**config.mk**
```make
export PLATFORM = sky130hd
export DESIGN_NAME = cheby_series_mac
export DESIGN_NICKNAME = d
export VERILOG_FILES = /design/src/rtl/cheby_pkg.sv /design/src/rtl/cheby_round_sat.sv /design/src/rtl/cheby_series_mac.sv
export SDC_FILE = /design/constraint.sdc
export NUM_CORES = 1
export LEC_CHECK = 0
export ABC_AREA = 1
export BUFFER_PORTS_ARGS = -buffer_cell sky130_fd_sc_hd__buf_2
export CELL_PAD_IN_SITES_DETAIL_PLACEMENT = 1
export CELL_PAD_IN_SITES_GLOBAL_PLACEMENT = 1
export CORE_MARGIN = 3
export CORE_UTILIZATION = 30
export DETAILED_ROUTE_END_ITERATION = 7
export PLACE_DENSITY_LB_ADDON = 0.1
export SLEW_MARGIN = 20
export SYNTH_ARGS = -nofsm -noshare
export SYNTH_HDL_FRONTEND = slang
export SYNTH_SLANG_ARGS = --single-unit
```
**constraint.sdc**
```tcl
create_clock -name clk -period 12.2 [get_ports clk]
set_input_delay 0.61 -clock clk [delete_from_list [all_inputs] [get_ports clk]]
set_output_delay 0.61 -clock clk [all_outputs]
set_load 0.02 [all_outputs]
```
**src/rtl/cheby_pkg.sv**
```systemverilog
// cheby_pkg: Q1.15 format constants, sequencer state enum and accumulator width derivation for cheby_series_mac
package cheby_pkg;
  localparam int FRAC_BITS = 15;
  localparam logic [15:0] Q_MAX = 16'h7FFF;
  localparam logic [15:0] Q_MIN = 16'h8000;
  typedef enum logic [1:0] {IDLE, FETCH, MAC, DONE} state_e;
  function automatic int acc_width(input int n_terms, input int data_w);
    return 2 * data_w + $clog2(n_terms);
  endfunction
endpackage

```
**src/rtl/cheby_round_sat.sv**
```systemverilog
// cheby_round_sat: combinational acc -> Q1.15 result (shift by FRAC_BITS, optional round half up via CHEBY_MAC_ROUND_EN) with saturation; ports acc in, result/sat out
module cheby_round_sat
  import cheby_pkg::*;
#(
  parameter int DATA_W = 16,
  parameter int ACC_W  = 35
) (
  input  logic signed [ACC_W-1:0]  acc,
  output logic        [DATA_W-1:0] result,
  output logic                     sat
);
  logic signed [ACC_W-1:0] biased;
  logic signed [ACC_W-1:0] shifted;
`ifdef CHEBY_MAC_ROUND_EN
  localparam logic signed [ACC_W-1:0] HALF = ACC_W'(1) <<< (FRAC_BITS - 1);
  assign biased = acc + HALF;
`else
  assign biased = acc;
`endif
  assign shifted = biased >>> FRAC_BITS;
  // fits in DATA_W only when every bit above the result sign bit equals the sign
  assign sat = shifted[ACC_W-1:DATA_W-1] != {(ACC_W-DATA_W+1){shifted[ACC_W-1]}};
  assign result = sat ? (shifted[ACC_W-1] ? DATA_W'(Q_MIN) : DATA_W'(Q_MAX)) : shifted[DATA_W-1:0];
endmodule

```
**src/rtl/cheby_series_mac.sv**
```systemverilog
// cheby_series_mac: walks the T_k ROM, pairs each term with streamed weight w_k, returns saturated Q1.15 sum(w_k*T_k); ports: clk/reset, c_start/o_busy/o_done, weight valid/ready stream, ROM controls, o_result/o_result_valid/o_sat; option CHEBY_MAC_ROUND_EN
module cheby_series_mac
  import cheby_pkg::*;
#(
  parameter int N_TERMS = 8,
  parameter int ADDR_W  = 3,
  parameter int DATA_W  = 16,
  parameter int ACC_W   = acc_width(N_TERMS, DATA_W)
) (
  input  logic              clk,
  input  logic              reset,
  input  logic              c_start,
  output logic              o_busy,
  output logic              o_done,
  input  logic [DATA_W-1:0] i_weight,
  input  logic              i_weight_valid,
  output logic              o_weight_ready,
  output logic [ADDR_W-1:0] o_rom_address,
  output logic              c_rom_read_en,
  output logic              c_rom_ce,
  output logic              c_rom_tri_output,
  input  logic [DATA_W-1:0] i_rom_data,
  output logic [DATA_W-1:0] o_result,
  output logic              o_result_valid,
  output logic              o_sat
);
  state_e                    state_q, state_d;
  logic [ADDR_W-1:0]         k_q, k_d;
  logic signed [ACC_W-1:0]   acc_q, acc_d, acc_sum;
  logic signed [DATA_W-1:0]  t_q, t_d, w_q, w_d;
  logic [DATA_W-1:0]         result_q, result_d, rs_result;
  logic                      sat_q, sat_d, rs_sat;
  logic signed [2*DATA_W-1:0] prod;
  logic                      last;
  assign prod    = t_q * w_q;
  assign acc_sum = acc_q + {{(ACC_W-2*DATA_W){prod[2*DATA_W-1]}}, prod};
  assign last    = k_q == ADDR_W'(N_TERMS - 1);
  // the result register loads while entering DONE, so it sees the sum including the last term
  cheby_round_sat #(.DATA_W(DATA_W), .ACC_W(ACC_W)) u_round_sat (
    .acc    (acc_sum),
    .result (rs_result),
    .sat    (rs_sat)
  );
  always_comb begin
    state_d  = state_q;
    k_d      = k_q;
    acc_d    = acc_q;
    t_d      = t_q;
    w_d      = w_q;
    result_d = result_q;
    sat_d    = sat_q;
    unique case (state_q)
      IDLE: if (c_start) begin
        state_d = FETCH;
        k_d     = '0;
        acc_d   = '0;
      end
      FETCH: if (i_weight_valid) begin
        t_d     = i_rom_data;
        w_d     = i_weight;
        state_d = MAC;
      end
      MAC: begin
        acc_d    = acc_sum;
        state_d  = last ? DONE : FETCH;
        k_d      = last ? k_q : k_q + 1'b1;
        result_d = last ? rs_result : result_q;
        sat_d    = last ? rs_sat : sat_q;
      end
      DONE: begin
        state_d = IDLE;
        k_d     = '0;
      end
      default: state_d = IDLE;
    endcase
  end
  always_ff @(posedge clk) begin
    if (reset) begin
      state_q  <= IDLE;
      k_q      <= '0;
      acc_q    <= '0;
      t_q      <= '0;
      w_q      <= '0;
      result_q <= '0;
      sat_q    <= 1'b0;
    end else begin
      state_q  <= state_d;
      k_q      <= k_d;
      acc_q    <= acc_d;
      t_q      <= t_d;
      w_q      <= w_d;
      result_q <= result_d;
      sat_q    <= sat_d;
    end
  end
  assign o_busy           = state_q != IDLE;
  assign o_done           = state_q == DONE;
  assign o_result_valid   = state_q == DONE;
  assign o_weight_ready   = state_q == FETCH;
  assign c_rom_read_en    = state_q == FETCH;
  assign c_rom_ce         = state_q == FETCH || state_q == MAC;
  assign c_rom_tri_output = !(state_q == FETCH || state_q == MAC);
  assign o_rom_address    = k_q;
  assign o_result         = result_q;
  assign o_sat            = sat_q;
endmodule
```
# == Word-level counts from Yosys, hierarchy flattened ==
# Cells that the tools add are included.
# classes
add_sub_neg,2
n_mul,1
eq_ne,8
muxes,11
n_reduce_logical,11
# op_table
operator,n
$pmux W35 S2,1
$add A35 B35 Y35,1
$mux W35,1
$mul A16 B16 Y32,1
$mux W16,2
$pmux W3 S3,1
$pmux W2 S4,1
$reduce_and A2 Y1,4
$mux W2,3
$mux W3,2
$ne A2 B2 Y1 const B,3
$eq A2 B2 Y1 const B,2
$ne A4 B4 Y1,1
$reduce_bool A2 Y1,2
$add A3 B1 Y3 const B,1
$eq A3 B3 Y1 const B,1
$reduce_and A3 Y1,1
$reduce_bool A3 Y1,1
$eq A2 B1 Y1 const B,1
$logic_not A2 Y1,1
$logic_not A1 Y1,1
$logic_or A1 B1 Y1,1
# word_totals
register_bits,89
input_bits,36
out_inout_bits,27
word_cells,40

# == Logic depth before layout (Yosys ltp) ==
# logic_depth
depth_word,4
depth_mapped,45
mapped_depth_nobuf,42

# == Modules after synthesis ==
# A second synthesis with hierarchy kept.
# unflattened
cells_unflattened,2203
area_unflattened_um2,16145.5
# modules_own_cells
mod,n_inst,cells_per_inst,area_each_um2,seq_area_each_um2
cheby_series_mac,1,2157,15911.5,1781.7
cheby_round_sat,1,46,234.0,0.0

# == Worst setup path before layout ==
# OpenSTA, ideal clock, no wires.
# synth_path
kind,register to register
start,reg t_q[15]
end,reg result_q[2] (netlist: o_result[2])
setup_ns,0.066
t_arrival_ns,7.417
t_required_ns,12.134
path_slack_ns,4.716
stages_incl_launch_ff,37
path_buffers,3
synth_period_minus_slack_ns,7.484
cell_sequence,dfxtp_1 clkbuf_1 clkbuf_1 nand2_1 fa_1 inv_1 fa_1 fa_1 fa_1 fa_1 inv_1 fa_1 inv_1 ha_1 nand2_1 nor4_1 nand3_1 nand3_1 a31o_2 nand2_1 nand2_1 xor2_1 ha_1 nand2_1 nor2_1 nand2_1 inv_1 a21oi_1 nand4_1 nand2_1 nand2_2 nand2_4 inv_2 nand2_4 buf_6 nand2_1 a21oi_2
# synth_between
elab_chain_cells,4
elab_cells_between_ends,5
cone_classes,1 x add/sub; 1 x mul; 1 x eq/ne; 2 x mux
# synth_lines
item,line,source
start: declaration,cheby_series_mac.sv:30,"logic signed [DATA_W-1:0] t_q, t_d, w_q, w_d;"
start signal: assignment,cheby_series_mac.sv:90,t_q <= t_d;
$mul A16 B16 Y32 *,cheby_series_mac.sv:35,assign prod = t_q * w_q;
$add A35 B35 Y35 *,cheby_series_mac.sv:36,"assign acc_sum = acc_q + {{(ACC_W-2*DATA_W){prod[2*DATA_W-1]}}, prod};"
$ne A4 B4 Y1 / $mux W16 (equally long branches),"cheby_round_sat.sv:22, cheby_round_sat.sv:23",
$mux W16 *,cheby_round_sat.sv:23,assign result = sat ? (shifted[ACC_W-1] ? DATA_W'(Q_MIN) : DATA_W'(Q_MAX)) : shifted[DATA_W-1:0];
end signal: assignment,cheby_series_mac.sv:92,result_q <= result_d;
end: declaration,cheby_series_mac.sv:31,"logic [DATA_W-1:0] result_q, result_d, rs_result;"
# Mark *: on every way between the ends. The rest lies on a longest branch, timed or not.
# A chain may end at the register's enable or synchronous reset.

# == Worst setup path in the final report ==
# layout_path
start,reg t_q[15]
end,reg sat_q (netlist: o_sat)
# layout_between
elab_chain_cells,3
# layout_lines
item,line,source
$mul A16 B16 Y32,cheby_series_mac.sv:35,
$add A35 B35 Y35,cheby_series_mac.sv:36,
$ne A4 B4 Y1,cheby_round_sat.sv:22,assign sat = shifted[ACC_W-1:DATA_W-1] != {(ACC_W-DATA_W+1){shifted[ACC_W-1]}};
end signal: assignment,cheby_series_mac.sv:93,sat_q <= sat_d;
end: declaration,cheby_series_mac.sv:32,"logic sat_q, sat_d, rs_sat;"
# Every way passes these cells.

==> metrics <==
run status completed; worst slew pin tran 1.02 ns; Hold Path Stages 2; DIE HEIGHT 238 um; class of the most critical hold timing path reg -> reg; combinational power share 0.615; leading cell type in the layout, fill and taps excluded sky130_fd_sc_hd__nand2_1; setup TNS 0 ns; switching power 985 uW; number of antenna violations at the first check in global routing 0; placeable core region 53000 sq um; internal power 852 uW; Setup CP Type reg -> reg; final worst-path setup slack 3.22 ns; crit share post-route 0.736; count of routing violations after the opening detailed-route iteration 410; crit path time final 8.98 ns; critical path arrival 9.26 ns; filler instances 6625; DR vias 13200; Yosys top cell by area sky130_fd_sc_hd__fa_1; post-cts repair resize count 0; maximum frequency from static timing analysis 111 MHz; post-CTS setup repair buffer count 0; full die area 56700 sq um; global-route wire length before repair 83500 um; crit path max-delay cell type sky130_fd_sc_hd__dfxtp_1; hold_buf cts 0; Ys Warns 0; worst hold slack across all endpoints 0.472 ns; peak per-stage delay on the critical path 0.90 ns; leading post-synthesis cells by cell area sky130_fd_sc_hd__fa_1 (33%), sky130_fd_sc_hd__nand2_1 (14%), sky130_fd_sc_hd__inv_1 (13%); Core Rows 84; final HPWL from detailed placement 42700 um; Post-Place Setup Slack 3.11 ns; top cell type's share of synthesized area 0.326; type of destination of the critical path register; # Max-Cap Violations 0; Cell Area, Synth 16200 sq um; critical path peak fanout 17; Critical Path RT 12.48 ns; mean instance size in the synthesized netlist 7.23 sq um; Max Transition Viols Final 0; TritonCTS clock tree yes; Post-Synthesis Cells 2237; number of enable-type register cells in the synthesized netlist 0; maximum VDD drop 0.0000804 V; Remaining Overflow, GRT 0; Relative slew margins 0.318; via density per instance 4.53; number of buffers on the longest clock path 2; Total Wirelength 49800 um; critical path startpoint category register; Design Area, Final 17400 sq um; routability cong. 0.805; count of state elements after synthesis 89; final core utilization 0.328; initial standard-cell utilization of the core 0.305; power per unit of standard cell area 106 nW/um^2; first drt pass iteration count 4; count of final setup violators 0; Most common cell on crit path sky130_fd_sc_hd__fa_1; Port Buffer Count 62; clock transition at the registers of the reported paths 0.08 ns; leakage power figure 0.0100 uW; power share of the clock group 0.167; number of library cell types mapped by synthesis 46; share of flip-flops with an asynchronous set or reset 0; share of post-route cells with drive strength above 1 0.0755; antenna diode count 0; final hold violation count 0; Synth-to-Final Area Change 7.56%; RSZ-0062 raised after global routing no; leading cell types in the layout, fill and taps excluded sky130_fd_sc_hd__nand2_1 (588), sky130_fd_sc_hd__inv_1 (559), sky130_fd_sc_hd__fa_1 (263), sky130_fd_sc_hd__nor2_1 (134), sky130_fd_sc_hd__ha_1 (123); total number of clock tree sinks 89; switching power as a share of total power 0.536; post-detailed-route DRC marker count 0; count of antenna-violating nets left after detailed routing 0; average wire per standard cell 17.0 um; primary flip-flop cell chosen by synthesis mapping sky130_fd_sc_hd__dfxtp_1; largest net degree at the start of global routing 48; Mapped Nets 2659; cells on worst reg2reg path 33; clock latency of the later-clocked register in the worst-skew pair 0.39 ns; layout net count 2656; Max Clock Skew 0.0155 ns; number of top-level design ports 63; via count of the first global-routing pass 15000; part of the Yosys area used for sequential elements 0.110; CTS Root Cell sky130_fd_sc_hd__clkbuf_16; maximum level of the CTS H-tree 3; number of clock buffers inserted by TritonCTS 9; instance area after placement 17100 sq um; part of the total power dissipated in sequential elements 0.218; Tot GR Track Use 0.187; DIE WIDTH 238 um
critical path: cells and delay by family, from the launching register on:
| family | cells | cell delay [ns] |
|---|---|---|
| adders and majority gates | 8 | 4.25 |
| and+or+nand+nor | 14 | 2.06 |
| AOI/OAI and AO/OA | 5 | 0.93 |
| DFF | 1 | 0.90 |
| buffers and inverters | 5 | 0.54 |
| xor gates and xnor gates | 1 | 0.19 |
worst paths after layout:
path | startpoint | slack, ns | end
min | acc_q[17] | 0.47 | acc_q[17]
min reg2reg | acc_q[17] | 0.47 | acc_q[17]
max | t_q[15] | 3.22 | o_sat
max reg2reg | t_q[15] | 3.22 | o_sat
power groups by stage:
stage	combinational [uW]	sequential [uW]	clock, uW
after global routing	1290	409	336
after detailed placement	1130	409	0
after global placement	1140	407	0
after floorplan	848	328	0
after CTS	1160	403	327
final	1130	401	306
synth_stat cells, drive strengths merged, types with 2 or more instances:
master and count:
nand2 611, inv 564, fa 263, nor2 145
ha 123, a21oi 120, dfxtp 89, clkbuf 85
o21ai 78, nand3 40, xor2 28, nor3 15
xnor2 15, nand4 11, or2 10, a21o 8
buf 6, o21bai 6, nor4 4, a31oi 3
a21boi 2
cells by family (layout without fill, tap and decap cells):
kind of cell / Yosys count / count (layout) / synth area share
xor gates and xnor gates: 43 / 43 / 0.0233
adders and majority gates: 386 / 386 / 0.421
and+or+nand+nor: 837 / 837 / 0.213
AOI/OAI and AO/OA: 226 / 226 / 0.0776
buffers and inverters: 656 / 658 / 0.154
DFF: 89 / 89 / 0.110
per-layer routing:
layer | part of all wire | vias to the layer above | GRT usage
li1 | - | 6529 | -
met1 | 0.49 | 6594 | 0.260
met2 | 0.47 | 90 | 0.316
met3 | 0.018 | 33 | 0.0206
met4 | 0.017 | 0 | 0.0379
met5 | 0 | - | 0
layout make-up:
type / count / area [sq um] / area share
Multi-Input combinational cell: 1492 / 11900 / 0.684
Clock inverter: 6 / 70.1 / 0.00403
Tap cell: 688 / 861 / 0.0495
Clock buffer: 10 / 239 / 0.0137
Timing Repair Buffer: 77 / 423 / 0.0243
Inverter: 565 / 2120 / 0.122
Sequential cell: 89 / 1780 / 0.102
flip-flops by register name, indices dropped and copies added (netlist names):
register / cells
state_q: 2
t_q: 16
acc_q: 35
o_result: 16
o_rom_address: 3
w_q: 16
o_sat: 1
stage by stage:
stage	power [uW]	std cells
finish	1840	2927
global route	2040	2927
CTS	1890	2927
detailed placement	1540	2911
global placement	1550	2911
floorplan	1180	2237
No activity file was read; power rests on OpenSTA's default activity.
